## src/rtl/cmos_ctrl_pkg.sv

```systemverilog
// Shared definitions for the CMOS output-pair gate sequencer.
package cmos_ctrl_pkg;

   localparam int DT_W_DEF  = 4;
   localparam int CNT_W_DEF = 8;

   // Shortest dead interval allowed; dead_time = 0 still keeps both gates off for one cycle.
   localparam int DT_MIN = 1;

   typedef enum logic [2:0] {
      ST_OFF    = 3'd0,
      ST_DEAD_H = 3'd1,
      ST_DEAD_L = 3'd2,
      ST_HIGH   = 3'd3,
      ST_LOW    = 3'd4
   } state_t;

endpackage

```

## src/rtl/cmos_pair_deadtime_ctrl_deadtime_counter.sv

```systemverilog
// Down-counter timing the break-before-make interval; zero marks terminal count.
module deadtime_counter #(
   parameter int W = 4
) (
   input  logic         clk,
   input  logic         rst,
   input  logic         clr,
   input  logic         load,
   input  logic [W-1:0] load_val,
   input  logic         dec,
   output logic         zero,
   output logic [W-1:0] count
);

   // Clear has priority over load, load over decrement; never underflows.
   always_ff @(posedge clk) begin
      if (rst || clr) begin
         count <= '0;
      end else if (load) begin
         count <= load_val;
      end else if (dec && (count != '0)) begin
         count <= count - W'(1);
      end
   end

   assign zero = (count == '0);

endmodule

```

## src/rtl/cmos_pair_deadtime_ctrl.sv

```systemverilog
// Break-before-make gate sequencer for a PMOS pull-up / NMOS pull-down pair.
//
// state  | meaning
// -------+---------------------------------------------------------------
// OFF    | disabled or just reset; both devices off, output floats
// DEAD_H | both off, timing dead interval before PMOS turn-on
// DEAD_L | both off, timing dead interval before NMOS turn-on
// HIGH   | PMOS on (pg_n=0), NMOS off
// LOW    | NMOS on (ng=1), PMOS off
//
// Gate outputs are decoded from the next state and registered together with
// the state, so pg_n=0 and ng=1 can only appear in HIGH and LOW respectively
// and are therefore mutually exclusive in every cycle.
module cmos_pair_deadtime_ctrl
   import cmos_ctrl_pkg::*;
#(
   parameter int DT_W  = DT_W_DEF,
   parameter int CNT_W = CNT_W_DEF
) (
   input  logic             clk,
   input  logic             rst,
   input  logic             en,
   input  logic             req,
   input  logic [DT_W-1:0]  dead_time,
   output logic             pg_n,
   output logic             ng,
   output logic [2:0]       state,
   output logic             busy,
   output logic [CNT_W-1:0] trans_cnt
);

   state_t            state_q;
   state_t            state_nxt;
   logic              cnt_load;
   logic              cnt_dec;
   logic              cnt_clr;
   logic              cnt_zero;
   logic [DT_W-1:0]   cnt_val;
   logic [DT_W-1:0]   dead_eff;
   logic [DT_W-1:0]   load_val;
   logic              turn_on;

   // Effective dead time is clamped to DT_MIN; the counter holds D-1 so the
   // dead state lasts exactly D cycles including the entry cycle.
   always_comb begin
      if (dead_time < DT_W'(DT_MIN)) begin
         dead_eff = DT_W'(DT_MIN);
      end else begin
         dead_eff = dead_time;
      end
      load_val = dead_eff - DT_W'(1);
   end

   // Next-state and counter control; a reversal inside a dead interval swaps
   // direction without reloading because both devices are already off.
   always_comb begin
      state_nxt = state_q;
      cnt_load  = 1'b0;
      cnt_dec   = 1'b0;
      cnt_clr   = 1'b0;
      turn_on   = 1'b0;
      if (!en) begin
         state_nxt = ST_OFF;
         cnt_clr   = 1'b1;
      end else begin
         case (state_q)
            ST_OFF: begin
               cnt_load  = 1'b1;
               state_nxt = req ? ST_DEAD_H : ST_DEAD_L;
            end
            ST_HIGH: begin
               if (!req) begin
                  cnt_load  = 1'b1;
                  state_nxt = ST_DEAD_L;
               end
            end
            ST_LOW: begin
               if (req) begin
                  cnt_load  = 1'b1;
                  state_nxt = ST_DEAD_H;
               end
            end
            ST_DEAD_H, ST_DEAD_L: begin
               if (cnt_zero) begin
                  turn_on   = 1'b1;
                  state_nxt = req ? ST_HIGH : ST_LOW;
               end else begin
                  cnt_dec   = 1'b1;
                  state_nxt = req ? ST_DEAD_H : ST_DEAD_L;
               end
            end
            default: begin
               state_nxt = ST_OFF;
               cnt_clr   = 1'b1;
            end
         endcase
      end
   end

   deadtime_counter #(
      .W (DT_W)
   ) u_dead_cnt (
      .clk      (clk),
      .rst      (rst),
      .clr      (cnt_clr),
      .load     (cnt_load),
      .load_val (load_val),
      .dec      (cnt_dec),
      .zero     (cnt_zero),
      .count    (cnt_val)
   );

   // State register with registered gate/status decode and turn-on counter.
   always_ff @(posedge clk) begin
      if (rst) begin
         state_q   <= ST_OFF;
         pg_n      <= 1'b1;
         ng        <= 1'b0;
         busy      <= 1'b0;
         trans_cnt <= '0;
      end else begin
         state_q   <= state_nxt;
         pg_n      <= (state_nxt != ST_HIGH);
         ng        <= (state_nxt == ST_LOW);
         busy      <= (state_nxt == ST_DEAD_H) || (state_nxt == ST_DEAD_L);
         if (turn_on) begin
            trans_cnt <= trans_cnt + CNT_W'(1);
         end
      end
   end

   assign state = state_q;

endmodule

```

## config.mk

```make
export PLATFORM = sky130hd
export DESIGN_NAME = cmos_pair_deadtime_ctrl
export DESIGN_NICKNAME = d
export VERILOG_FILES = /design/src/rtl/cmos_ctrl_pkg.sv /design/src/rtl/cmos_pair_deadtime_ctrl_deadtime_counter.sv /design/src/rtl/cmos_pair_deadtime_ctrl.sv
export SDC_FILE = /design/constraint.sdc
export NUM_CORES = 1
export LEC_CHECK = 0
export BUFFER_PORTS_ARGS = -buffer_cell sky130_fd_sc_hd__buf_2
export CORE_AREA = 8 8 53 88
export DETAILED_ROUTE_END_ITERATION = 7
export DIE_AREA = 0 0 61 96
export GPL_TIMING_DRIVEN = 0
export HOLD_SLACK_MARGIN = 0.05
export PLACE_DENSITY = 0.53
export SLEW_MARGIN = 20
export SYNTH_ARGS = -nofsm -noshare
export SYNTH_HDL_FRONTEND = slang
export SYNTH_SLANG_ARGS = --single-unit
```

## constraint.sdc

```tcl
create_clock -name clk -period 4.33 [get_ports clk]
set_input_delay 0.866 -clock clk [delete_from_list [all_inputs] [get_ports clk]]
set_output_delay 0.866 -clock clk [all_outputs]
set_load 0.02 [all_outputs]
```

==> impl_metrics.json <==
{
  "outcome": "complete, no violations",
  "start_kind": "input port",
  "layout-drive-gt1-share_pct": 24.1,
  "cts_setup_buffers": 0,
  "path_clk_slew_ps": 60,
  "cts_buffer_depth": 2,
  "layout_commonest_cell": "buf_2",
  "met1_usage_pct": 9.00,
  "vias": 951,
  "fmax_mhz": 348,
  "ys_ff_latch": 18,
  "yosys.area_share.simple_pct": 28.6,
  "finalWirelength_um": 2470,
  "power_density_nw_per_um2": 301,
  "drt_iter0_markers": 18,
  "cts_sinks": 18,
  "synth_area_um2": 993,
  "synth_fa_ha_area_share_pct": 2.52,
  "synth_top_family_by_area": "simple AND/OR/NAND/NOR gates",
  "initial_utilization_pct": 28.2,
  "endpoint_kind": "register",
  "hold_viol_final": 0,
  "grt_max_degree": 11,
  "grt_first_pass_wirelength_um": 4130,
  "leakage_nw": 0.505,
  "skew_ps": 1.51,
  "synth_warnings": 0,
  "synth-compound-area-share_pct": 21.7,
  "grt_setup_unrepaired": "no",
  "synthXorXnorAreaFrac_pct": 4.28,
  "min_period_ps": 2870,
  "cts_buffers": 3,
  "cp.arrival_ps": 3040,
  "routedWlPerCell_um": 13.5,
  "synth_fp_nets": 124,
  "die_y_um": 96,
  "setup_tns_ps": 0,
  "fin_nets": 149,
  "antenna_found_initial": 0,
  "grt_overflow": 0,
  "worstMarginPinSlew_ps": 517,
  "synthFlopType": "dfxtp_1",
  "period_share_pct": 66.4,
  "synth_seq_area_share_pct": 36.3,
  "grt_use_total_pct": 9.15,
  "grt_pass1_vias": 950,
  "insertion_delay_ps": 250,
  "cts_tree": "built",
  "muxShareOfSynthArea_pct": 3.02,
  "hpwl_um": 1980,
  "worst-endpoint-required_ps": 4490,
  "port_buffers": 20,
  "mostFrequentLayoutCells": "buf_2, dfxtp_1, nor2_1, a21oi_1, nand2_1",
  "drt-pass1-iter-count": 4,
  "detail-route-antenna-nets": 0,
  "met3_usage_pct": 1.74,
  "ir_worst_vdd_v": 0.000171,
  "io_pins": 22,
  "maxSlewHeadroom_pct": 65.3,
  "drcViolationCount": 0,
  "antenna_cells": 0,
  "areaGrowthSynthToFinish_pct": 20.0,
  "cts_resized": 0,
  "viasPerCell": 5.20,
  "core_um2": 3520,
  "crit_type": "input port to register",
  "p_total_w": 0.000358,
  "avgSynthCellArea_um2": 8.71,
  "setup_viol": 0,
  "hold_buffers": 0,
  "die_area_um2": 5860,
  "yosysUniqueCellTypes": 42,
  "fp-row-count": 29,
  "crit_path_max_fanout": 10,
  "root_buffer": "clkbuf_8",
  "gr-usage-met2_pct": 17.6,
  "gp_congestion": 0.895,
  "async_flop_share_pct": 0,
  "netlist_instances": 114,
  "cap_violations": 0,
  "die_x_um": 61,
  "cts-htree-levels": 1,
  "slew_violations": 0,
  "hold_class": "register to register",
  "synth_enable_flop_cells": 0,
  "busiest_layer": "met2"
}
stage by stage:
| step | instance area, µm² | instances | hold slack, ps | utilization (%) | setup WS, ps |
|---|---|---|---|---|---|
| 4_1_cts | 1190 | 183 | 501 | 33.9 | 1470 |
| 3_3_place_gp | 1150 | 180 | 462 | 32.7 | 1260 |
| 3_5_place_dp | 1150 | 180 | 491 | 32.7 | 1240 |
| 2_1_floorplan | 993 | 114 | 543 | - | 1680 |
| 5_1_grt | 1190 | 183 | 510 | 33.9 | 1310 |
| 6_report | 1190 | 183 | 493 | 33.9 | 1460 |
critical path: stages:
cell	delay [ps]
buf_2	100
clkbuf_1	180
nor3b_1	210
o31ai_2	360
mux2i_1	290
inv_1	70
ha_1	230
o41ai_1	410
a2bb2oi_1	120
a31oi_1	210
cell usage after synthesis, drive strengths merged (3+ instances only):
cell type | count | share of area [%]
inv | 4 | 1.5
or3 | 3 | 1.9
mux2i | 3 | 3.0
o21ai | 6 | 3.0
xor2 | 4 | 4.3
a21oi | 9 | 4.5
nor3b | 3 | 2.3
nand2 | 6 | 2.3
nor2 | 10 | 3.8
nand4 | 3 | 2.5
dfxtp | 18 | 36
and3 | 5 | 3.1
buf | 3 | 1.4
a211oi | 4 | 3.0
nor3 | 3 | 1.5
final timing paths:
path,from,endpoint,slack (ps),depth (start not counted)
worst min register to register,trans_cnt[7],trans_cnt[7],490,2
worst max register to register,state[0],u_dead_cnt.count[2],1690,9
worst max-delay path,req,u_dead_cnt.count[2],1460,10
worst min-delay path,trans_cnt[7],trans_cnt[7],490,2
final cells by class:
cell class,count,area (µm²)
buffer,5,21.3
clock buffer,3,41.3
fill,381,2330
inverter,4,15.0
multi-input combinational,87,597
sequential,18,360
tap,46,57.6
timing repair buffer,20,100
sequential cells by signal (all words and copies together) (netlist names):
name and count:
trans_cnt 8, pg_n 1, ng 1, state 3, u_dead_cnt.count 4, busy 1
power by group:
part / leakage (nW) / internal, W / switching (W)
sequential: 0.146 / 0.000171 / 0.00000555
clock: 0.0216 / 0.0000617 / 0.0000523
combinational: 0.337 / 0.0000276 / 0.0000401
total: 0.505 / 0.000260 / 0.0000980
layer usage:
metal	share of wire (%)	up-vias
li1	-	472
met1	38	462
met2	58	15
met3	3.9	2
met4	0.73	0
met5	0	-
cells by family after synthesis:
kind of cell               Yosys count
xor gates and xnor gates             4
DFF                                 18
adders and majority gates            2
and+or+nand+nor                     46
buffers and inverters                9
AOI/OAI and AO/OA                   32
muxes                                3
(Power assumes the default switching activity.)
